==> src/rtl/fpu_muldiv_pkg.sv <==
// Shared encodings and sizing helpers for the iterative FP80 mantissa multiply/divide engine.
package fpu_muldiv_pkg;

    localparam logic OP_MUL = 1'b0;
    localparam logic OP_DIV = 1'b1;

    typedef enum logic [1:0] {
        IDLE,
        RUN,
        DONE
    } state_t;

    function automatic int calc_q_w(input int mant_w, input int guard_bits);
        return mant_w + guard_bits;
    endfunction

    // Number of RUN cycles for an op: one cycle retires bpc bits.
    function automatic int calc_iter(input logic op, input int mant_w, input int guard_bits,
                                     input int bpc);
        return (op == OP_DIV) ? calc_q_w(mant_w, guard_bits) / bpc : mant_w / bpc;
    endfunction

endpackage

==> src/rtl/fpu_muldiv_step.sv <==
// One radix-2^BITS_PER_CYCLE step: shift-add multiply or restoring divide, built from chained 1-bit steps.
module fpu_muldiv_step
    import fpu_muldiv_pkg::*;
#(
    parameter int MANT_W         = 64,
    parameter int Q_W            = 68,
    parameter int BITS_PER_CYCLE = 1
) (
    input  logic              i_op,
    input  logic [MANT_W-1:0] i_a,
    input  logic [MANT_W-1:0] i_b,
    input  logic [2*MANT_W:0] i_acc,
    input  logic [Q_W-1:0]    i_sr,
    output logic [2*MANT_W:0] o_acc,
    output logic [Q_W-1:0]    o_sr
);

    logic [2*MANT_W:0] w_acc;
    logic [Q_W-1:0]    w_sr;
    logic [MANT_W:0]   w_sum;
    logic [MANT_W:0]   w_rem;

    // Multiply: acc = {hi, lo}, add a into hi when the multiplier LSB is set, then shift right.
    // Divide: acc[MANT_W:0] holds the partial remainder, quotient bits shift into sr from the LSB.
    always_comb begin
        w_acc = i_acc;
        w_sr  = i_sr;
        w_sum = '0;
        w_rem = '0;
        for (int j = 0; j < BITS_PER_CYCLE; j++) begin
            if (i_op == OP_MUL) begin
                w_sum = w_acc[2*MANT_W:MANT_W] + (w_sr[0] ? {1'b0, i_a} : '0);
                w_acc = {1'b0, w_sum, w_acc[MANT_W-1:1]};
                w_sr  = w_sr >> 1;
            end else begin
                w_rem = w_acc[MANT_W:0];
                if (w_rem >= {1'b0, i_b}) begin
                    w_rem = w_rem - {1'b0, i_b};
                    w_sr  = {w_sr[Q_W-2:0], 1'b1};
                end else begin
                    w_sr  = {w_sr[Q_W-2:0], 1'b0};
                end
                // Remainder is below b < 2^MANT_W here, so bit MANT_W is always zero.
                w_acc = {{MANT_W{1'b0}}, w_rem[MANT_W-1:0], 1'b0};
            end
        end
    end

    assign o_acc = w_acc;
    assign o_sr  = w_sr;

endmodule

==> src/rtl/fpu_mantissa_muldiv_iter.sv <==
// Iterative mantissa multiply / fixed-point divide with valid/ready handshakes, abort and tag pass-through.
module fpu_mantissa_muldiv_iter
    import fpu_muldiv_pkg::*;
#(
    parameter int MANT_W         = 64,
    parameter int GUARD_BITS     = 4,
    parameter int BITS_PER_CYCLE = 1,
    parameter int TAG_W          = 4
) (
    input  logic                clk,
    input  logic                reset,
    input  logic                in_valid,
    output logic                in_ready,
    input  logic                in_op,
    input  logic [MANT_W-1:0]   in_a,
    input  logic [MANT_W-1:0]   in_b,
    input  logic [TAG_W-1:0]    in_tag,
    input  logic                abort,
    output logic                out_valid,
    input  logic                out_ready,
    output logic [2*MANT_W-1:0] out_result,
    output logic                out_sticky,
    output logic                out_div_by_zero,
    output logic                out_invalid,
    output logic [TAG_W-1:0]    out_tag,
    output logic                busy
);

    localparam int Q_W      = calc_q_w(MANT_W, GUARD_BITS);
    localparam int ITER_MUL = calc_iter(OP_MUL, MANT_W, GUARD_BITS, BITS_PER_CYCLE);
    localparam int ITER_DIV = calc_iter(OP_DIV, MANT_W, GUARD_BITS, BITS_PER_CYCLE);
    localparam int ITER_MAX = (ITER_DIV > ITER_MUL) ? ITER_DIV : ITER_MUL;
    localparam int CNT_W    = $clog2(ITER_MAX + 1);
    localparam int ACC_W    = 2*MANT_W + 1;

    if (!(BITS_PER_CYCLE == 1 || BITS_PER_CYCLE == 2 || BITS_PER_CYCLE == 4) ||
        (MANT_W % BITS_PER_CYCLE) != 0 || (Q_W % BITS_PER_CYCLE) != 0) begin : g_bad_cfg
        $error("fpu_mantissa_muldiv_iter: illegal BITS_PER_CYCLE / width combination");
    end

    state_t             r_state;
    logic [CNT_W-1:0]   r_cnt;
    logic               r_op;
    logic [MANT_W-1:0]  r_a;
    logic [MANT_W-1:0]  r_b;
    logic [TAG_W-1:0]   r_tag;
    logic [ACC_W-1:0]   r_acc;
    logic [Q_W-1:0]     r_sr;
    logic [ACC_W-1:0]   w_acc_nxt;
    logic [Q_W-1:0]     w_sr_nxt;
    logic               w_special;

    fpu_muldiv_step #(
        .MANT_W         (MANT_W),
        .Q_W            (Q_W),
        .BITS_PER_CYCLE (BITS_PER_CYCLE)
    ) u_step (
        .i_op  (r_op),
        .i_a   (r_a),
        .i_b   (r_b),
        .i_acc (r_acc),
        .i_sr  (r_sr),
        .o_acc (w_acc_nxt),
        .o_sr  (w_sr_nxt)
    );

    assign in_ready  = (r_state == IDLE) & reset;
    assign busy      = (r_state != IDLE);
    // A zero or unnormalised divisor would overflow the Q_W-bit quotient, so it never enters RUN.
    assign w_special = (in_op == OP_DIV) & ~in_b[MANT_W-1];

    always_ff @(posedge clk or negedge reset) begin
        if (!reset) begin
            r_state         <= IDLE;
            r_cnt           <= '0;
            r_op            <= OP_MUL;
            r_a             <= '0;
            r_b             <= '0;
            r_tag           <= '0;
            r_acc           <= '0;
            r_sr            <= '0;
            out_valid       <= 1'b0;
            out_result      <= '0;
            out_sticky      <= 1'b0;
            out_div_by_zero <= 1'b0;
            out_invalid     <= 1'b0;
            out_tag         <= '0;
        end else if (abort) begin
            r_state         <= IDLE;
            r_cnt           <= '0;
            out_valid       <= 1'b0;
            out_result      <= '0;
            out_sticky      <= 1'b0;
            out_div_by_zero <= 1'b0;
            out_invalid     <= 1'b0;
            out_tag         <= '0;
        end else begin
            case (r_state)
                IDLE: begin
                    if (in_valid) begin
                        r_op  <= in_op;
                        r_a   <= in_a;
                        r_b   <= in_b;
                        r_tag <= in_tag;
                        if (w_special) begin
                            r_state         <= DONE;
                            out_valid       <= 1'b1;
                            out_result      <= '0;
                            out_sticky      <= 1'b0;
                            out_div_by_zero <= (in_b == '0);
                            out_invalid     <= (in_b != '0);
                            out_tag         <= in_tag;
                        end else if (in_op == OP_DIV) begin
                            r_state <= RUN;
                            r_cnt   <= CNT_W'(ITER_DIV);
                            r_acc   <= ACC_W'(in_a);
                            r_sr    <= '0;
                        end else begin
                            r_state <= RUN;
                            r_cnt   <= CNT_W'(ITER_MUL);
                            r_acc   <= '0;
                            r_sr    <= Q_W'(in_b);
                        end
                    end
                end
                RUN: begin
                    r_acc <= w_acc_nxt;
                    r_sr  <= w_sr_nxt;
                    r_cnt <= r_cnt - CNT_W'(1);
                    if (r_cnt == CNT_W'(1)) begin
                        r_state         <= DONE;
                        out_valid       <= 1'b1;
                        out_div_by_zero <= 1'b0;
                        out_invalid     <= 1'b0;
                        out_tag         <= r_tag;
                        if (r_op == OP_MUL) begin
                            out_result <= w_acc_nxt[2*MANT_W-1:0];
                            out_sticky <= 1'b0;
                        end else begin
                            out_result <= (2*MANT_W)'(w_sr_nxt);
                            out_sticky <= |w_acc_nxt[MANT_W:0];
                        end
                    end
                end
                DONE: begin
                    if (out_ready) begin
                        r_state   <= IDLE;
                        out_valid <= 1'b0;
                    end
                end
                default: r_state <= IDLE;
            endcase
        end
    end

endmodule

==> config.mk <==
export PLATFORM = sky130hd
export DESIGN_NAME = fpu_mantissa_muldiv_iter
export DESIGN_NICKNAME = d
export VERILOG_FILES = /design/src/rtl/fpu_muldiv_pkg.sv /design/src/rtl/fpu_muldiv_step.sv /design/src/rtl/fpu_mantissa_muldiv_iter.sv
export SDC_FILE = /design/constraint.sdc
export NUM_CORES = 1
export LEC_CHECK = 0
export ABC_AREA = 1
export BUFFER_PORTS_ARGS = -buffer_cell sky130_fd_sc_hd__buf_2
export CAP_MARGIN = 20
export CORE_MARGIN = 8
export CORE_UTILIZATION = 61
export CTS_CLUSTER_DIAMETER = 150
export DETAILED_ROUTE_END_ITERATION = 10
export PLACE_DENSITY = 0.81
export SLEW_MARGIN = 10
export SYNTH_ARGS = -nofsm -noshare
export SYNTH_HDL_FRONTEND = slang
export SYNTH_SLANG_ARGS = --single-unit
==> constraint.sdc <==
create_clock -name clk -period 4 [get_ports clk]
set_input_delay 0.2 -clock clk [delete_from_list [all_inputs] [get_ports clk]]
set_output_delay 0.2 -clock clk [all_outputs]
set_load 0.02 [all_outputs]
Word level (Yosys, flattened, before mapping)
Index checks and enable logic that the tools add are counted.
{"block": "op_classes", "addsub": 3, "n_lt_le_gt_ge": 1, "n_eq_ne": 10, "muxes": 56, "n_bitwise": 4, "n_reduce_logical": 14}
{"cell": "$mux W128", "n": 6}
{"cell": "$mux W129", "n": 2}
{"cell": "$pmux W129 S2", "n": 1}
{"cell": "$mux W64", "n": 4}
{"cell": "$pmux W128 S2", "n": 1}
{"cell": "$mux W68", "n": 3}
{"cell": "$pmux W68 S2", "n": 1}
{"cell": "$add A65 B64 Y65", "n": 1}
{"cell": "$ge A65 B64 Y1", "n": 1}
{"cell": "$reduce_or A65 Y1", "n": 1}
{"cell": "$logic_not A64 Y1", "n": 1}
{"cell": "$reduce_bool A64 Y1", "n": 1}
{"cell": "$sub A64 B64 Y64", "n": 1}
{"cell": "$mux W7", "n": 3}
{"cell": "$mux W1", "n": 18}
{"cell": "$mux W4", "n": 4}
{"cell": "$ne A3 B3 Y1 const B", "n": 5}
{"cell": "$pmux W7 S2", "n": 1}
{"cell": "$mux W2", "n": 5}
{"cell": "$reduce_and A3 Y1", "n": 3}
{"cell": "$pmux W4 S2", "n": 1}
{"cell": "$reduce_and A4 Y1", "n": 2}
{"cell": "$eq A7 B1 Y1 const B", "n": 1}
{"cell": "$sub A7 B1 Y7 const B", "n": 1}
{"cell": "14 further kinds", "n": 20}
{"block": "totals", "register_bits": 475, "in_bits": 138}

Longest topological paths before layout
{"block": "depth", "ltp_word": 8, "ltp_mapped": 27, "ltp_nobuf": 26}

Cells and area by module
A second synthesis with hierarchy kept.
{"block": "unflattened", "cells_unflattened": 5502, "area_unflattened_um2": 34658.2}
{"mod": "fpu_mantissa_muldiv_iter", "n_inst": 1, "cells_each": 2482, "area_each_um2": 20697.4, "seq_area_each_um2": 11886.4}
{"mod": "fpu_muldiv_step", "n_inst": 1, "cells_each": 3020, "area_each_um2": 13960.9, "seq_area_each_um2": 0.0}

Worst setup path after synthesis
No wires, ideal clock.
{"block": "synth_timing", "kind": "register to register", "startpoint": "reg r_sr[0]", "endpoint": "reg out_result[109]", "setup_time_ns": 0.119, "arrival_time_ns": 2.986, "t_required_ns": 3.881, "slack_ns": 0.896, "stages_incl_launch_ff": 26, "n_path_buf": 2, "path_cell_list": "dfrtp_1 -> clkbuf_1 -> buf_1 -> nand2_1 -> inv_1 -> ha_1 -> fa_1 -> nand3_1 -> nand3_1 -> nand2_1 -> a31oi_1 -> inv_1 -> o21ai_2 -> nand2_1 -> nand2_1 -> nand2_1 -> nand2_1 -> nand2_1 -> nand2_1 -> nand2_1 -> nand2_1 -> nand3_1 -> nand2_1 -> nand2_1 -> nand4_1 -> nand2_1"}
{"block": "synth_between", "elab_chain_cells": 7}
{"element": "from (decl)", "line": "fpu_mantissa_muldiv_iter.sv:48", "text": "logic [Q_W-1:0] r_sr;"}
{"element": "from (signal assigned)", "line": "fpu_mantissa_muldiv_iter.sv:122", "text": "r_sr <= Q_W'(in_b);"}
{"element": "from (signal assigned)", "line": "fpu_mantissa_muldiv_iter.sv:128", "text": "r_sr <= w_sr_nxt;"}
{"element": "$mux W64", "line": "fpu_muldiv_step.sv:32", "text": "w_sum = w_acc[2*MANT_W:MANT_W] + (w_sr[0] ? {1'b0, i_a} : '0);"}
{"element": "$add A65 B64 Y65", "line": "fpu_muldiv_step.sv:32"}
{"element": "$mux W128", "line": "fpu_muldiv_step.sv:31", "text": "if (i_op == OP_MUL) begin"}
{"element": "$mux W128", "line": "fpu_mantissa_muldiv_iter.sv:136", "text": "if (r_op == OP_MUL) begin"}
{"element": "$mux W128", "line": "fpu_mantissa_muldiv_iter.sv:130", "text": "if (r_cnt == CNT_W'(1)) begin"}
{"element": "$pmux W128 S2", "line": "fpu_mantissa_muldiv_iter.sv:98", "text": "case (r_state)"}
{"element": "$mux W128", "line": "fpu_mantissa_muldiv_iter.sv:88", "text": "end else if (abort) begin"}
{"element": "to (signal assigned)", "line": "fpu_mantissa_muldiv_iter.sv:137", "text": "out_result <= w_acc_nxt[2*MANT_W-1:0];"}
{"element": "to (signal assigned)", "line": "fpu_mantissa_muldiv_iter.sv:140", "text": "out_result <= (2*MANT_W)'(w_sr_nxt);"}
{"element": "to (decl)", "line": "fpu_mantissa_muldiv_iter.sv:21", "text": "output logic [2*MANT_W-1:0] out_result,"}
No other way between the ends. The select of a mux whose other input is x is not followed.
A chain may end at the register's enable or synchronous reset.

Worst setup path in the final report
{"block": "layout_timing", "startpoint": "reg r_acc[7]", "endpoint": "reg out_sticky"}
{"block": "layout_between", "elab_chain_cells": 8}
{"element": "from (decl)", "line": "fpu_mantissa_muldiv_iter.sv:47", "text": "logic [ACC_W-1:0] r_acc;"}
{"element": "from (signal assigned)", "line": "fpu_mantissa_muldiv_iter.sv:116", "text": "r_acc <= ACC_W'(in_a);"}
{"element": "from (signal assigned)", "line": "fpu_mantissa_muldiv_iter.sv:127", "text": "r_acc <= w_acc_nxt;"}
{"element": "$sub A64 B64 Y64 / $ge A65 B64 Y1 (equally long branches)", "line": "fpu_muldiv_step.sv:38, fpu_muldiv_step.sv:37"}
{"element": "$mux W64", "line": "fpu_muldiv_step.sv:37", "text": "if (w_rem >= {1'b0, i_b}) begin"}
{"element": "$mux W128 (*)", "line": "fpu_muldiv_step.sv:31"}
{"element": "$reduce_or A65 Y1 (*)", "line": "fpu_mantissa_muldiv_iter.sv:141", "text": "out_sticky <= |w_acc_nxt[MANT_W:0];"}
{"element": "$mux W1 (*)", "line": "fpu_mantissa_muldiv_iter.sv:136"}
{"element": "$mux W1 (*)", "line": "fpu_mantissa_muldiv_iter.sv:130"}
{"element": "$pmux W1 S2 (*)", "line": "fpu_mantissa_muldiv_iter.sv:98"}
{"element": "$mux W1 (*)", "line": "fpu_mantissa_muldiv_iter.sv:88"}
{"element": "to (signal assigned)", "line": "fpu_mantissa_muldiv_iter.sv:141"}
{"element": "to (decl)", "line": "fpu_mantissa_muldiv_iter.sv:22", "text": "output logic out_sticky,"}
Every way passes the cells marked *; elsewhere a longest branch is shown, timed or not. The select of a mux whose other input is x is not followed.

==> results by group <==
Place
  • Place WS: ~0.17 ns
  • GPL Wtd Cong: around 1.1
  • Placed cell count: about 5600
  • I/O Buffers: 275
  • Detailed Place HPWL: roughly 96 mm

Power and ir drop
  • Peak supply drop: around 0.80 mV
  • Tot Pwr: between 30000 and 40000 uW
  • PD cells: about 930 mW/mm^2
  • Pleak: about 0.02 uW

Detailed routing
  • Via count: 34665
  • Detailed Routing Iterations Pass 1: 7
  • Via/cell ratio: just under 6
  • Starting DRT DRC Count: roughly 4400
  • Total Wirelength: roughly 130 mm
  • Post-route ant nets: 0
  • Drt wl/cell: 21.94 um
  • Remaining DRCs: 0

Critical path
  • Crit path launch type: flop
  • Crit end category: flop
  • Critical Path AT: 4.40 ns
  • Highest-delay cell along the critical path: dfrtp_1
  • Req. time, crit path: 4.53 ns
  • Crit-path cells: ha_2 -> nand2_2 -> nor2_4 -> nand3_1 -> nand3_2 -> nand2_2 -> nand2_2 -> nand2_2 -> nand2_2 -> nand2_4 -> nand2_8 -> buf_4 -> buf_4 -> nand2_1 -> nand3_1 -> nand2_1 -> nor2_1 -> nand2_1 -> nor2_1 -> nand2_1 -> nor2_4 -> nand3_1 -> nand2_1 -> nand2_1
  • WS Path Type: flop to flop
  • R2R depth: 24
  • Crit path from: r_acc[7]
  • Reg-to-Reg End: out_sticky
  • Setup crit end: out_sticky
  • Setup slack, reg-to-reg: about 0.13 ns
  • Crit-path most repeated cell: nand2_1
  • CP Max Fanout: 18
  • Crit-path max cell delay: approximately 0.47 ns
  • Reg2reg start: r_acc[7]

Timing
  • Max Clock Skew: roughly 0.032 ns
  • Final hold viol count: 0
  • Fin worst setup slack: approximately 0.13 ns
  • Slew headroom: 0.2092
  • Pins over their slew limit: 0
  • Fmax: about 260 MHz
  • Period utilisation layout: 0.9679
  • Post-route minimum period: ~3.9 ns
  • Final Setup Violations: 0
  • Fin Hold WS: 0.02374 ns
  • Least-Margin Pin Slew: ~1.2 ns

Clock tree
  • CTS Buf Count: 50
  • Clock Latency Late Sink: between 0.6 and 0.7 ns
  • H-tree Lvls: 2
  • Clk buf depth: 3
  • Clk sinks: between 400 and 500
  • Clock root buffer: clkbuf_16
  • Worst-path clk slew: around 0.06 ns
  • CTS tree: yes
  • Setup repair bufs after CTS: 0

Die
  • Die area: around 0.061 mm^2
  • Die X: around 250 um
  • Ports: between 200 and 300
  • Core ar.: 0.05266 mm^2
  • Chip height: approximately 250 um
  • Placement row count: 84
  • Initial Util: 0.6186

Global route
  • GRT Util Overall: 0.4095
  • Total gr overflow: 0
  • Vias in the first global route: between 30000 and 40000
  • Initial antenna violation count: 15
  • Met3 usage: 0.1200
  • Met1 GRT Util: 0.5510
  • First-pass GRT wire length: roughly 190 mm
  • GR Layer Usage met2: 0.5970
  • Top Usage Layer GRT: met2
  • Largest net degree at the start of global routing: 137

Logic synthesis
  • Top FF cell, synth: dfrtp_1
  • Area contributors post-synth: dfrtp_1 (36%), nand2_1 (16%), inv_1 (8.4%)
  • Post-synthesis mux area share: 0.02247
  • EDFF count, synth: 0
  • Seq/Total Area, Yosys: 0.3641
  • Largest family of logic cells by synthesized area: simple AND/OR/NAND/NOR gates
  • Leading area contributor after synthesis: dfrtp_1
  • Synth warnings: 0
  • Synth unique cells: 57
  • Compound-Gate Fraction of Synth Area: 0.1663
  • Post-synth top area share: 0.3641
  • Synth Area in Simple Gates: 0.2772
  • Synth Cell Area: ~0.033 mm^2
  • Yosys reg bits: ~470
  • Mapped Nets: ~5000
  • Count leader, synth: nand2_1
  • Ys async rst share: 1.000
  • Commonest cells in the synthesized netlist: nand2_1 (1373), inv_1 (732), dfrtp_1 (474)
  • Adder-cell share of the synthesized area: 0.05231
  • Cell count after synthesis: ~4700
  • Post-Synth XOR/XNOR Area: 0.008066
  • Syn_area_per_cell: 6.861 um^2

Layout
  • Final Net Count: between 5000 and 6000
  • Layout cells sized above 1: 0.1148
  • Synth-to-Final Area Change: 15.44%
  • Sequential Area: between 0.01 and 0.015 mm^2
  • Cell Count, Final, Fillers Out: slightly below 6000
  • Core Util, Final: 0.7142
  • Area of the multi-input gates: between 0.015 and 0.02 mm^2
  • Layout fillers: between 4000 and 5000

Status
  • Status: finished, final reports clean

Run
  • MaxCap Viol Count: 0

Hold path
  • Hold Crit Class: input pin to flop
==> cell families (layout without fill, tap and decap cells) <==
| group | count (synthesis) | in the layout |
|---|---|---|
| simple gates | 2157 | 2157 |
| compound gates | 962 | 962 |
| buf+inv | 925 | 1290 |
| flops | 474 | 474 |
| fa+ha+maj | 135 | 135 |
| mux | 65 | 65 |
| xor+xnor | 30 | 30 |
| other cells | 0 | 11 |
==> cells in the final DEF (no fill, tap or decap), types with 43 or more instances in the layout <==
cell / netlist / layout
a22oi_1: 47 / 47
ha_1: 133 / 131
o22ai_1: 43 / 43
o21ai_0: 435 / 435
clkbuf_16: 0 / 50
inv_1: 732 / 729
buf_2: 9 / 274
nand2_1: 1373 / 1372
buf_4: 7 / 51
dfrtp_1: 474 / 472
a21oi_1: 259 / 259
mux2_2: 65 / 65
dlygate4sd3_1: 0 / 121
nand3_1: 224 / 223
nor2_1: 329 / 322
a31oi_1: 55 / 55
==> per-stage QoR <==
stage,setup TNS (ns),area [um^2]
after CTS,0,37550
final,0,37600
after global placement,0,34670
after floorplan,0,32580
after global routing,-0.02525,37580
after detailed placement,0,34670
==> worst min-delay path by stage <==
stage / from / end / depth (start not counted)
after floorplan: reset / out_div_by_zero / 0
after global placement: reset / out_tag[3] / 1
after detailed placement: reset / out_tag[3] / 1
after CTS: in_a[9] / r_a[9] / 2
after global routing: in_a[43] / r_a[43] / 2
final: in_a[43] / r_a[43] / 2
==> registers in the layout, indices dropped and copies added (netlist names) <==
register and count:
out_div_by_zero 1, out_invalid 1, out_result 128, out_sticky 1, out_tag 4, out_valid 1
r_a 64, r_acc 128, r_b 64, r_cnt 7, r_op 1, r_sr 68
r_state 2, r_tag 4
==> worst max-delay path: cells and delay by family (launching register included) <==
family / cells / cell delay [ns]
DFF: 1 / 0.47
buffers and inverters: 2 / 0.51
adders and majority gates: 1 / 0.45
and+or+nand+nor: 21 / 2.34
==> layout make-up <==
type | count | area share
diodes | 11 | 0.0007320
clock buffers | 71 | 0.03830
clock inverters | 20 | 0.006455
inverters | 743 | 0.07443
multi-input cells | 3349 | 0.4576
flip-flops and latches | 474 | 0.3156
well taps | 688 | 0.02289
repair buffers | 456 | 0.08405
==> routing by layer <==
metal  vias up  wire length, um  share of wire
met5         -               64        0.00050
met4        10             7362          0.058
met3       369            16630           0.13
met2      2149            53100           0.42
met1     16101            50360           0.39
li1      16036                -              -
==> power breakdown <==
group	total, uW	internal (uW)	switching (uW)
registers	7830	6540	1290
clock network	4830	2730	2100
logic	22200	7030	15100
==> what timing repair did <==
item,4_1_cts,5_1_grt
hold buffers,120,1
resized for setup,0,5
endpoints found under the hold margin,239,1
endpoints found under the setup margin,0,1
(Power assumes the default switching activity.)
